$ cat src/rtl/truth_table_sweeper_pkg.sv
// Shared types and constants for the truth-table sweeper and its function unit.
package truth_table_sweeper_pkg;

   localparam int NUM_VECTORS = 16;
   localparam int VEC_W       = 4;

   // Reference truth table of the function unit: only abcd = 1110 is true.
   localparam logic [NUM_VECTORS-1:0] GOLDEN_MASK = 16'h4000;

   typedef enum logic [1:0] {
      IDLE   = 2'd0,
      SETTLE = 2'd1,
      SAMPLE = 2'd2,
      DONE   = 2'd3
   } state_t;

endpackage

$ cat src/rtl/truth_table_sweeper_logic_unit_4in.sv
// Combinational 4-input function unit: s = a & b & c & ~d, with {a,b,c,d} = vec.
module logic_unit_4in
   import truth_table_sweeper_pkg::*;
(
   input  logic [VEC_W-1:0] vec,
   output logic             s
);

   // Purely combinational product term.
   always_comb s = vec[3] & vec[2] & vec[1] & ~vec[0];

endmodule

$ cat src/rtl/truth_table_sweeper.sv
// Exhaustive sweeper for logic_unit_4in: walks all 16 vectors, holds each for
// SETTLE_CYCLES, samples the output into a truth table and compares it against
// a caller-supplied mask.
// Optional build macro SWEEP_EARLY_ABORT_EN: stop the sweep at the first mismatch.
module truth_table_sweeper
   import truth_table_sweeper_pkg::*;
#(
   parameter int SETTLE_CYCLES = 1
) (
   input  logic                   clk,
   input  logic                   rst_n,
   input  logic                   start,
   input  logic [NUM_VECTORS-1:0] expected,
   output logic [VEC_W-1:0]       vec,
   output logic                   busy,
   output logic                   done,
   output logic [NUM_VECTORS-1:0] table_out,
   output logic                   mismatch,
   output logic [VEC_W-1:0]       first_fail_idx
);

   localparam logic [3:0] SETTLE_LAST = 4'(SETTLE_CYCLES - 1);
   localparam logic [VEC_W-1:0] LAST_IDX = VEC_W'(NUM_VECTORS - 1);

   state_t                 state, state_nx;
   logic [VEC_W-1:0]       idx;
   logic [3:0]             settle_cnt;
   logic [NUM_VECTORS-1:0] expected_q;
   logic                   s;
   logic                   bit_bad;

   logic_unit_4in u_logic_unit (
      .vec (idx),
      .s   (s)
   );

   // A captured bit disagrees with the latched expectation for the current vector.
   always_comb bit_bad = (s != expected_q[idx]);

   // State register.
   always_ff @(posedge clk) begin
      if (!rst_n) state <= IDLE;
      else        state <= state_nx;
   end

   // Next-state decode; termination is decided on idx = 15 so idx never wraps.
   always_comb begin
      state_nx = state;
      case (state)
         IDLE:   if (start) state_nx = SETTLE;
         SETTLE: if (settle_cnt == SETTLE_LAST) state_nx = SAMPLE;
         SAMPLE: begin
            if (idx == LAST_IDX) state_nx = DONE;
`ifdef SWEEP_EARLY_ABORT_EN
            else if (bit_bad && !mismatch) state_nx = DONE;
`endif
            else state_nx = SETTLE;
         end
         DONE:   state_nx = IDLE;
         default: state_nx = IDLE;
      endcase
   end

   // Counters, latched mask and capture registers; results hold until the next start.
   always_ff @(posedge clk) begin
      if (!rst_n) begin
         idx            <= '0;
         settle_cnt     <= '0;
         expected_q     <= '0;
         table_out      <= '0;
         mismatch       <= 1'b0;
         first_fail_idx <= '0;
      end else begin
         case (state)
            IDLE: if (start) begin
               expected_q     <= expected;
               table_out      <= '0;
               mismatch       <= 1'b0;
               first_fail_idx <= '0;
               idx            <= '0;
               settle_cnt     <= '0;
            end
            SETTLE: settle_cnt <= settle_cnt + 4'd1;
            SAMPLE: begin
               table_out[idx] <= s;
               if (bit_bad && !mismatch) begin
                  mismatch       <= 1'b1;
                  first_fail_idx <= idx;
               end
               if (state_nx == SETTLE) begin
                  idx        <= idx + 1'b1;
                  settle_cnt <= '0;
               end
            end
            default: ;
         endcase
      end
   end

   // Status outputs decoded straight from state; vec follows idx.
   always_comb begin
      vec  = idx;
      busy = (state == SETTLE) || (state == SAMPLE);
      done = (state == DONE);
   end

endmodule

$ cat config.mk
export PLATFORM = sky130hd
export DESIGN_NAME = truth_table_sweeper
export DESIGN_NICKNAME = d
export VERILOG_FILES = /design/src/rtl/truth_table_sweeper_pkg.sv /design/src/rtl/truth_table_sweeper_logic_unit_4in.sv /design/src/rtl/truth_table_sweeper.sv
export SDC_FILE = /design/constraint.sdc
export NUM_CORES = 1
export LEC_CHECK = 0
export CAP_MARGIN = 25
export CORE_MARGIN = 10
export CORE_UTILIZATION = 42
export CTS_BUF_LIST = sky130_fd_sc_hd__clkbuf_2
export CTS_CLUSTER_SIZE = 20
export DETAILED_ROUTE_END_ITERATION = 8
export GPL_TIMING_DRIVEN = 0
export PLACE_DENSITY = 0.64
export RECOVER_POWER = 25
export SLEW_MARGIN = 5
export SYNTH_ARGS = -nofsm -noshare
export SYNTH_HDL_FRONTEND = slang
export SYNTH_SLANG_ARGS = --single-unit
$ cat constraint.sdc
create_clock -name clk -period 5.2 [get_ports clk]
set_input_delay 0.78 -clock clk [delete_from_list [all_inputs] [get_ports clk]]
set_output_delay 0.78 -clock clk [all_outputs]
set_load 0.03 [all_outputs]
**After elaboration in Yosys (flattened, before gate mapping)**

Cells that the tools add are included.

- Eq/ne operators: 9
- Reduce and logical (&&, ||, !) cells: 13
- Multiplexer cells: 21
- Magnitude comparators: 2
- Add/subtract/negate cells: 2
- Bitwise logic cells: 4
- Multiply operators: 0
- Shift-type cells: 0
- Div/mod/pow operators: 0

Operators with widths:

| cell | count |
|---|---|
| $pmux 16 s2 | 1 |
| $bwmux 16 | 1 |
| $mux 16 | 1 |
| $mux 4 | 4 |
| $pmux 4 s2 | 2 |
| $pmux 4 s3 | 1 |
| $reduce_and 3->1 | 3 |
| $add 4x1->4 const B | 2 |
| $pmux 2 s4 | 1 |
| $mux 2 | 3 |
| $ne 2x2->1 const B | 3 |
| $lt 4x5->1 const B | 1 |
| $bmux 1 s4 | 1 |
| $demux 1 s4 | 1 |
| $eq 2x1->1 const B | 2 |
| $eq 2x2->1 const B | 2 |
| $eq 4x4->1 const B | 1 |
| $ge 4x1->1 const B | 1 |
| $logic_not 4->1 | 1 |
| $mux 1 | 4 |
| $reduce_and 2->1 | 2 |
| $and 1x1->1 | 3 |
| $reduce_bool 3->1 | 1 |
| $logic_and 1x1->1 | 2 |
| other kinds (7) | 7 |

- Bits in latches: 0
- Register bits: 47
- Output and inout bits: 27
- Memories: 0
- Memory bits (writable): 0
- Bits of input ports: 19
- ROM bits: 0

**Longest topological paths before layout**

Gate-level depths: netlist of run 1.

- Depth in word-level cells: 7
- Gate-level depth with buffers: 8
- Mapped depth without buffers: 7

**Modules after synthesis**

Synthesis of run 1 repeated with hierarchy kept, for this count alone.

- Cells, all modules: 276
- Area, all modules: 2,356.0 sq um

By module, submodules not included:

| module | seq. area each (sq um) | area each (sq um) | cells each | times used |
|---|---|---|---|---|
| truth_table_sweeper | 940.9 | 2,346.0 | 275 | 1 |
| logic_unit_4in | 0.0 | 10.0 | 1 | 1 |

**Worst setup path after synthesis of run 1**

Ideal clock, no wire load.

- Kind: register to register
- From: register idx[1] (netlist: vec[1])
- To: register first_fail_idx[0]
- Period minus slack after synthesis: 1.895 ns
- Buffers on the path: 1
- Stages on the path, launching flop included: 7
- Data required time: 5.083 ns
- Slack: 3.305 ns
- Arrival time: 1.778 ns
- Cell sequence: dfxtp_1 -> buf_6 -> mux2_1 -> o221ai_2 -> nor3_2 -> or2_4 -> a32o_2

- Longest elaborated chain between the ends: 6

RTL lines:

| item | RTL line | RTL |
|---|---|---|
| start: declaration | truth_table_sweeper.sv:26 | `logic [VEC_W-1:0] idx;` |
| start signal: assignment | truth_table_sweeper.sv:91 | `idx <= idx + 1'b1;` |
| $bmux 1 s4 or $and 1x1->1 (tied branches) | truth_table_sweeper.sv:38, truth_table_sweeper_logic_unit_4in.sv:10 |  |
| $mux 1 (implied by the code) or $and 1x1->1 (tied branches) | truth_table_sweeper.sv:38, truth_table_sweeper_logic_unit_4in.sv:10 |  |
| $ne 1x1->1 (*) | truth_table_sweeper.sv:38 | `always_comb bit_bad = (s != expected_q[idx]);` |
| $logic_and 1x1->1 (*) | truth_table_sweeper.sv:86 | `if (bit_bad && !mismatch) begin` |
| $ne 2x2->1 (no line) (*) | n/a |  |
| $reduce_and 3->1 (no line) (*) | n/a |  |
| end signal: assignment | truth_table_sweeper.sv:88 | `first_fail_idx <= idx;` |
| end: declaration | truth_table_sweeper.sv:19 | `output logic [VEC_W-1:0] first_fail_idx` |

Every way passes the cells marked *; elsewhere a longest branch is shown, timed or not. The select of a mux whose other input is x is not followed.
A chain may end at the register's enable or synchronous reset.

**Final worst setup path of run 1**

- From: register state[1]
- To: output busy

- Longest elaborated chain between the ends: 2

RTL lines:

| item | RTL line | RTL |
|---|---|---|
| start: declaration | truth_table_sweeper.sv:25 | `state_t state, state_nx;` |
| start signal: assignment | truth_table_sweeper.sv:43 | `else state <= state_nx;` |
| $eq 2x1->1 or $eq 2x2->1 (tied branches) | truth_table_sweeper.sv:103 | `busy = (state == SETTLE) \|\| (state == SAMPLE);` |
| $logic_or 1x1->1 (*) | truth_table_sweeper.sv:103 |  |
| end: declaration | truth_table_sweeper.sv:15 | `output logic busy,` |

Every way passes the cells marked *; elsewhere a longest branch is shown, timed or not.

==> results.py, run 1 <==
metrics = {
    "global_routing": {
        "grt_pass1_wl_mm": 9.11,
        "use_met2_pct": 20.0,
        "grt_max_degree": 15,
        "grt_pass1_vias": 1982,
        "antenna_found_initial": 0,
        "grt_overflow": 0,
        "grt_usage_pct": 12.5,
        "use_met1_pct": 15.7,
        "grt.busiest_layer": "met2",
        "grt_util_met3_pct": 3.97,
    },
    "timing": {
        "slew_headroom_pct": 62.7,
        "post-route-period-util_pct": 51.9,
        "fmax_mhz": 370,
        "final_max_slew_viol_count": 0,
        "rsz0062_at_grt": "no",
        "holdWs_ns": 0.447,
        "worst_slew_pin_slew_ns": 0.556,
        "fin_crit_ns": 2.70,
        "tns_ns": 0,
        "clock-skew-final_ns": 0.0170,
        "finalSetupViolCount": 0,
        "hold_violations": 0,
    },
    "finish": {
        "mostFrequentLayoutCells": "nand2_1 (71), dfxtp_1 (47), clkdlybuf4s50_1 (44)",
        "area_delta_synth_final_pct": 25.8,
        "final_common_cell": "nand2_1",
        "stdcell_count": 409,
        "final_nets": 365,
        "drive_gt1_share_pct": 8.31,
        "fill_cells": 565,
        "num_antenna_cells": 0,
    },
    "critical_path": {
        "crit_chain": "inv_1, ha_1, clkdlybuf4s50_1",
        "r2r_start": "state[0]",
        "critPathSlowestCell": "clkdlybuf4s50_1",
        "timing.rr.end": "vec[2]",
        "max_stage_delay_ns": 0.67,
        "endpoint_kind": "primary output",
        "critPathMaxFanout": 4,
        "cp-start-kind": "flop",
        "ff2ff_setup_slack_ns": 3.09,
        "path_class": "flop to primary output",
        "arrival_ns": 1.92,
        "required_ns": 4.42,
        "reg2reg_depth": 7,
    },
    "die": {
        "initial_core_util_pct": 42.8,
        "die_w_um": 94.7,
        "die_y_um": 94.7,
        "rows": 27,
        "coreArea_sq_um": 5470,
        "num_io_pins": 46,
        "dieArea_sq_um": 8970,
    },
    "placement": {
        "gp_congestion": 0.792,
        "port_buffers": 45,
        "dp.cells": 401,
        "dpl.hpwl_mm": 4.19,
    },
    "clock_network": {
        "cts_tree": "done",
        "clock-root-buffer": "clkbuf_2",
        "hold_buffers": 0,
        "cts_inserted_buffers": 5,
        "clock_sinks": 47,
        "clock_latency_ns": 0.42,
        "postCtsSetupRepairBufs": 0,
        "cts.repair.resized": 0,
        "clock_path_buffers": 2,
        "clk_pin_slew_ns": 0.23,
        "cts_max_level": 2,
    },
    "power_and_ir_drop": {
        "switching_share_pct": 34.4,
        "vdd_drop_max_v": 0.000183,
        "pwr_density_cell_nw_per_um2": 296,
        "intPower_w": 0.000573,
        "power_frac_comb_pct": 31.5,
        "p_leak_nw": 1.08,
        "power.switching_w": 0.000300,
        "power_frac_seq_pct": 46.1,
        "pwr-share-clk_pct": 22.4,
    },
    "yosys": {
        "synth-main-ff-cell": "dfxtp_1",
        "avgSynthCellArea_sq_um": 8.25,
        "synthAdderAreaFrac_pct": 5.34,
        "mappedNetlistArea_sq_um": 2340,
        "synth_compound_area_share_pct": 19.2,
        "synth.area.mux_share_pct": 4.59,
        "syn_nets": 313,
        "synth_cells": 284,
        "post_synth_num_cell_types": 45,
        "yosys.area_share.simple_pct": 24.5,
        "yosysSeqAreaShare_pct": 40.1,
        "synth_top_family_by_area": "simple AND/OR/NAND/NOR gates",
        "yosysWarningCount": 0,
        "synth_xor_area_share_pct": 0,
        "synth_edf_count": 0,
        "ys_ff_latch": 47,
        "async_reset_ff_share_pct": 0,
    },
    "worst_hold_path": {
        "hold_class": "flop to flop",
        "holdCritStartpoint": "table_out[3]",
        "min_path_cells": 2,
        "hold_end": "table_out[3]",
    },
    "routing": {
        "wl_per_cell_um": 13.4,
        "drt-initial-drc-count": 67,
        "vias": 1993,
        "ant_nets": 0,
        "dr.pass1.iters": 4,
        "post-route-drc-count": 0,
        "wl_mm": 5.50,
        "viasPerCell": 4.87,
    },
    "run_status": {
        "outcome": "complete, no violations",
    },
    "job": {
        "cap_viol_max_count": 0,
    },
}
## per-stage QoR
stage / setup WS [ns] / area [sq um] / util, % / power [W]
4_1_cts: 2.47 / 2950 / 53.9 / 0.000881
5_1_grt: 2.38 / 2950 / 53.9 / 0.000931
3_5_place_dp: 2.62 / 2880 / 52.7 / 0.000685
6_report: 2.50 / 2950 / 53.9 / 0.000874
3_3_place_gp: 2.65 / 2880 / 52.7 / 0.000684
2_1_floorplan: 3.30 / 2340 / - / 0.000608
## registers in the layout, indices dropped and copies added (netlist names)
register and cells:
expected_q 16, table_out 16, first_fail_idx 4, settle_cnt 4
vec 4, state 2, mismatch 1
## cell type report
class / instances / area (sq um) / share of cell area [%]
Clock inverter: 3 / 38.8 / 1.32
Buffer: 16 / 108 / 3.65
Clock buffer: 5 / 25.0 / 0.849
Multi-Input combinational cell: 211 / 1260 / 42.7
Timing Repair Buffer: 45 / 450 / 15.3
Tap cell: 72 / 90.1 / 3.06
Sequential cell: 47 / 941 / 31.9
Inverter: 10 / 37.5 / 1.27
## worst max-delay path, delay by kind of cell, from the launching register on
kind / cells / cell delay [ns]
fa+ha+maj: 1 / 0.30
buf+inv: 2 / 0.77
flops: 1 / 0.44
## power groups by stage
stage / Sequential, W / Clock, W / Combinational (W)
6_report: 0.000403 / 0.000196 / 0.000275
4_1_cts: 0.000403 / 0.000201 / 0.000278
3_3_place_gp: 0.000409 / 0 / 0.000275
3_5_place_dp: 0.000409 / 0 / 0.000276
5_1_grt: 0.000405 / 0.000215 / 0.000311
2_1_floorplan: 0.000407 / 0 / 0.000201
## Yosys cell counts (3+ instances only)
library cell | count | area share (%)
dfxtp_1 | 47 | 40
a32o_2 | 4 | 1.9
nand3_1 | 6 | 1.3
inv_1 | 10 | 1.6
or2b_1 | 3 | 0.96
nor2_1 | 22 | 3.5
nand2_1 | 71 | 11
clkbuf_1 | 8 | 1.3
o21ai_0 | 11 | 2.3
ha_1 | 10 | 5.3
a21boi_0 | 23 | 7.4
nor2b_1 | 7 | 1.9
mux2i_1 | 7 | 3.0
a21oi_1 | 16 | 3.4
## layer usage
layer	share of wire [%]	routed length (um)	up-vias
li1	-	-	1054
met2	44	2440	40
met1	48	2660	894
met5	0	0	-
met4	1.2	65	0
met3	6.0	329	5
## worst max path at each step
stage	start	endpoint	depth (start not counted)	slack, ns
2_1_floorplan	vec[1]	first_fail_idx[0]	6	3.30
3_3_place_gp	start	vec[2]	6	2.65
3_5_place_dp	start	vec[2]	6	2.62
4_1_cts	state[1]	busy	3	2.47
5_1_grt	state[1]	busy	3	2.38
6_report	state[1]	busy	3	2.50
## cell families (layout without fill, tap and decap cells)
kind of cell,count (synthesis),count (layout)
compound gates,65,65
simple gates,126,126
flops,47,47
fa+ha+maj,10,10
mux,10,10
buf+inv,26,79
(Power assumes the default switching activity.)
==> run 2, diff against run 1 <==
Settings changed: PLACE_DENSITY 0.64 to 0.67.
Clock period 5.2 ns to 2.3 ns, I/O delays scaled along.
==> results.py, run 2 (synthesis gave the netlist of run 1 again) <==
metrics = {
    "timing": {
        "fin_ws_ns": 0.206,
        "rsz0062_at_grt": "no",
        "hold_violations": 0,
        "finalSetupViolCount": 0,
        "fmax_mhz": 478,
        "clock-skew-final_ns": 0.0320,
        "holdWs_ns": 0.435,
        "worst_slew_pin_slew_ns": 0.533,
        "post-route-period-util_pct": 91.1,
        "fin_crit_ns": 2.09,
        "slew_headroom_pct": 64.3,
        "final_max_slew_viol_count": 0,
        "tns_ns": 0,
    },
    "die": {
        "coreArea_sq_um": 5470,
        "die_w_um": 94.7,
        "initial_core_util_pct": 42.8,
        "die_y_um": 94.7,
        "rows": 27,
        "num_io_pins": 46,
        "dieArea_sq_um": 8970,
    },
    "critical_path": {
        "crit_family": "buffers and inverters",
        "endpoint_kind": "primary output",
        "critPathBufInv": 1,
        "max_stage_delay_ns": 0.68,
        "ff2ff_setup_slack_ns": 0.25,
        "critPathSlowestCell": "clkdlybuf4s50_1",
        "arrival_ns": 1.75,
        "critPathMaxFanout": 4,
        "required_ns": 1.96,
        "crit_chain": "ha_1, clkdlybuf4s50_1",
        "cp-start-kind": "flop",
        "path_class": "flop to primary output",
    },
    "clock_network": {
        "clock_sinks": 47,
        "postCtsSetupRepairBufs": 0,
        "clk_pin_slew_ns": 0.22,
        "hold_buffers": 0,
        "cts_tree": "done",
        "clock_latency_ns": 0.44,
        "clock-root-buffer": "clkbuf_2",
        "clock_path_buffers": 2,
        "cts_max_level": 2,
        "cts_inserted_buffers": 5,
    },
    "job": {
        "cap_viol_max_count": 0,
    },
    "global_routing": {
        "grt_max_degree": 14,
        "grt.busiest_layer": "met2",
        "antenna_found_initial": 0,
        "grt_util_met3_pct": 4.12,
        "grt_pass1_wl_mm": 9.22,
        "grt_pass1_vias": 2086,
        "use_met1_pct": 13.7,
        "grt_overflow": 0,
        "grt_usage_pct": 12.6,
        "use_met2_pct": 21.7,
    },
    "power_and_ir_drop": {
        "power.switching_w": 0.000672,
        "p_leak_nw": 1.12,
        "power_frac_comb_pct": 32.9,
        "switching_share_pct": 35.9,
        "power_frac_seq_pct": 48.7,
        "pwr-share-clk_pct": 18.5,
        "pwr_density_cell_nw_per_um2": 638,
        "intPower_w": 0.00120,
        "vdd_drop_max_v": 0.000303,
    },
    "finish": {
        "fin_util_pct": 53.5,
        "final_nets": 365,
        "final_common_cell": "nand2_1",
        "num_antenna_cells": 0,
        "drive_gt1_share_pct": 8.61,
        "area_delta_synth_final_pct": 24.9,
        "mostFrequentLayoutCells": "nand2_1 (71), dfxtp_1 (47), clkdlybuf4s50_1 (35)",
        "finish.instance_area_sq_um": 2930,
        "top_regs": "expected_q x16, table_out x16",
    },
    "routing": {
        "post-route-drc-count": 0,
        "dr.pass1.iters": 4,
        "viasPerCell": 4.93,
        "drt-initial-drc-count": 42,
        "ant_nets": 0,
        "vias": 2017,
        "wl_mm": 5.40,
        "wl_per_cell_um": 13.2,
    },
    "placement": {
        "gp_congestion": 0.824,
        "port_buffers": 45,
        "dpl.hpwl_mm": 4.19,
        "pre_cts_slack_ns": 0.165,
        "postPlaceCellArea_sq_um": 2880,
    },
    "run_status": {
        "outcome": "complete, no violations",
    },
    "worst_hold_path": {
        "hold_class": "primary input to flop",
    },
}
[run 2: cell count changes in the layout (fill, tap and decap cells not counted), sizes merged]
cell,before,now
clkinv,2,1
dlygate4sd3,1,9
dlymetal6s2s,0,1
clkdlybuf4s50,44,35
clkbuf,14,16
bufinv,1,0
[run 2: timing repair]
action | 4_1_cts | 5_1_grt
hold endpoints to repair | 0 | 0
setup endpoints to repair | 0 | 1
gates resized for setup | 0 | 1
[run 2: final timing paths]
| kind | from | to | depth (start not counted) |
|---|---|---|---|
| min | expected[14] | expected_q[14] | 3 |
| min reg2reg | table_out[11] | table_out[11] | 2 |
| max reg2reg | state[0] | table_out[6] | 8 |
| max | state[0] | done | 2 |
[run 2: power groups by stage]
stage	Clock (W)	Combinational (W)	Sequential, W
2_1_floorplan	0	0.000455	0.000919
3_3_place_gp	0	0.000608	0.000925
5_1_grt	0.000388	0.000693	0.000919
4_1_cts	0.000352	0.000620	0.000909
6_report	0.000345	0.000614	0.000909
3_5_place_dp	0	0.000618	0.000926
[run 2: metrics by stage]
| step | cells | power (W) |
|---|---|---|
| after floorplan | 284 | 0.00137 |
| final | 409 | 0.00187 |
| after CTS | 409 | 0.00188 |
| after global routing | 409 | 0.00200 |
| after global placement | 401 | 0.00153 |
| after detailed placement | 401 | 0.00154 |
[run 2: area by class of cell]
class | instances | area, sq um
Clock buffer | 7 | 35.0
Fill cell | 556 | 2550
Buffer | 16 | 108
Inverter | 10 | 37.5
Sequential cell | 47 | 941
Tap cell | 72 | 90.1
Clock inverter | 1 | 5.00
Multi-Input combinational cell | 211 | 1260
Timing Repair Buffer | 45 | 453
[run 2: tightest hold or removal path: cells and delay by family]
kind | cells | cell delay [ns]
buf+inv | 1 | 0.39
compound gates | 1 | 0.06
simple gates | 1 | 0.05
[run 2: routing by layer]
layer / wire length [um] / vias to the layer above
met3: 360 / 11
met5: 0 / -
met2: 2440 / 51
li1: - / 1057
met4: 121 / 0
met1: 2480 / 898
==> run 3, diff against run 2 <==
--- a/config.mk
+++ b/config.mk
@@ -6,5 +6,4 @@
 export NUM_CORES = 1
 export LEC_CHECK = 0
-export CAP_MARGIN = 25
 export CORE_MARGIN = 10
 export CORE_UTILIZATION = 42
==> constraint.sdc (replaced) <==
create_clock -name clk -period 2.3 [get_ports clk]
set_input_delay 0.46 -clock clk [delete_from_list [all_inputs] [get_ports clk]]
set_output_delay 0.46 -clock clk [all_outputs]
set_load 0.03 [all_outputs]
==> results.py, run 3 (synthesis gave the netlist of run 1 again) <==
metrics = {
    "global_routing": {
        "grt_max_degree": 14,
        "grt_pass1_wl_mm": 9.22,
        "grt_pass1_vias": 2086,
        "antenna_found_initial": 0,
        "grt_overflow": 0,
        "grt_usage_pct": 12.6,
    },
    "timing": {
        "clock-skew-final_ns": 0.0322,
        "rsz0062_at_grt": "no",
        "fin_crit_ns": 2.06,
        "slew_headroom_pct": 64.4,
        "holdWs_ns": 0.448,
        "worst_slew_pin_slew_ns": 0.531,
        "fmax_mhz": 485,
        "post-route-period-util_pct": 89.6,
        "final_max_slew_viol_count": 0,
        "hold_violations": 0,
        "tns_ns": 0,
        "finalSetupViolCount": 0,
    },
    "clock_network": {
        "clock_sinks": 47,
        "clock_latency_ns": 0.44,
        "cts_tree": "done",
        "cts_max_level": 2,
        "cts_inserted_buffers": 5,
        "clock_path_buffers": 2,
        "clock-root-buffer": "clkbuf_2",
        "clk_pin_slew_ns": 0.24,
    },
    "die": {
        "die_y_um": 94.7,
        "coreArea_sq_um": 5470,
        "num_io_pins": 46,
        "die_w_um": 94.7,
        "dieArea_sq_um": 8970,
        "rows": 27,
        "initial_core_util_pct": 42.8,
    },
    "critical_path": {
        "critPathSlowestCell": "clkdlybuf4s50_1",
        "path_class": "flop to primary output",
        "reg2reg_depth": 8,
        "max_stage_delay_ns": 0.70,
        "critPathBufInv": 1,
        "r2r_start": "state[0]",
        "worst-path-stages": 1,
        "critPathMaxFanout": 4,
        "crit_chain": "clkdlybuf4s50_1",
        "arrival_ns": 1.60,
        "crit_family": "buffers and inverters",
        "worstSetupStartpoint": "vec[1]",
        "crit_end": "vec[1]",
        "endpoint_kind": "primary output",
        "timing.rr.end": "table_out[6]",
        "required_ns": 1.84,
        "cp-start-kind": "flop",
        "ff2ff_setup_slack_ns": 0.24,
    },
    "finish": {
        "drive_gt1_share_pct": 8.31,
        "fin_util_pct": 53.2,
        "mostFrequentLayoutCells": "nand2_1 (71), dfxtp_1 (47), clkdlybuf4s50_1 (42)",
        "num_antenna_cells": 0,
        "top_regs": "expected_q x16, table_out x16",
        "finish.instance_area_sq_um": 2910,
        "final_common_cell": "nand2_1",
        "final_nets": 365,
        "multi_input_area_sq_um": 1250,
        "fill_cells": 555,
        "area_delta_synth_final_pct": 24.3,
        "regArea_sq_um": 941,
    },
    "power_and_ir_drop": {
        "pwr_density_cell_nw_per_um2": 638,
        "vdd_drop_max_v": 0.000302,
        "power_w": 0.00186,
        "p_leak_nw": 1.08,
    },
    "placement": {
        "gp_congestion": 0.824,
        "postPlaceCellArea_sq_um": 2880,
        "port_buffers": 45,
        "dpl.hpwl_mm": 4.19,
    },
    "routing": {
        "drt-initial-drc-count": 52,
        "ant_nets": 0,
        "vias": 2005,
        "wl_per_cell_um": 13.2,
        "dr.pass1.iters": 4,
        "post-route-drc-count": 0,
        "viasPerCell": 4.90,
        "wl_mm": 5.41,
    },
    "run_status": {
        "outcome": "complete, no violations",
    },
    "job": {
        "cap_viol_max_count": 0,
    },
    "worst_hold_path": {
        "hold_class": "flop to flop",
    },
}
==> run 3: area by class of cell <==
cell class                      count  area share (%)
Clock inverter                      1           0.172
Inverter                           10            1.29
Sequential cell                    47            32.3
Multi-Input combinational cell    211            43.0
Timing Repair Buffer               45            15.2
Buffer                             16            3.69
Tap cell                           72            3.09
Clock buffer                        7            1.20
==> run 3: per-layer routing <==
layer	vias up	global-route usage (%)	part of all wire, %
met3	11	4.12	6.4
met2	47	21.7	45
met4	0	5.74	2.2
li1	1058	-	-
met5	-	0	0
met1	889	13.7	47
==> run 3: what timing repair did <==
action / CTS / global route
hold buffers: 0 / 0
setup endpoints to repair: 1 / 1
gates resized for setup: 1 / 1
buffers inserted: 0 / 0
endpoints found under the hold margin: 0 / 0
==> run 3: worst min path at each step <==
stage / end / slack, ns / depth (start not counted) / startpoint
floorplan: expected_q[6] / 0.44 / 2 / expected_q[6]
global placement: table_out[9] / 0.42 / 2 / table_out[9]
detailed placement: table_out[2] / 0.42 / 2 / table_out[2]
CTS: table_out[2] / 0.45 / 2 / table_out[2]
global route: table_out[0] / 0.46 / 2 / table_out[0]
finish: table_out[11] / 0.45 / 2 / table_out[11]
==> run 3: where the power goes <==
| group | total [W] | internal (W) | switching (W) |
|---|---|---|---|
| Sequential | 0.000909 | 0.000871 | 0.0000382 |
| Combinational | 0.000601 | 0.000234 | 0.000367 |
| Clock | 0.000347 | 0.0000828 | 0.000264 |
==> run 3: through the flow <==
step | instances | setup slack [ns]
after floorplan | 284 | 0.405
after global placement | 401 | 0.0822
after detailed placement | 401 | 0.0501
after CTS | 409 | 0.0548
after global routing | 409 | 0.00829
final | 409 | 0.240
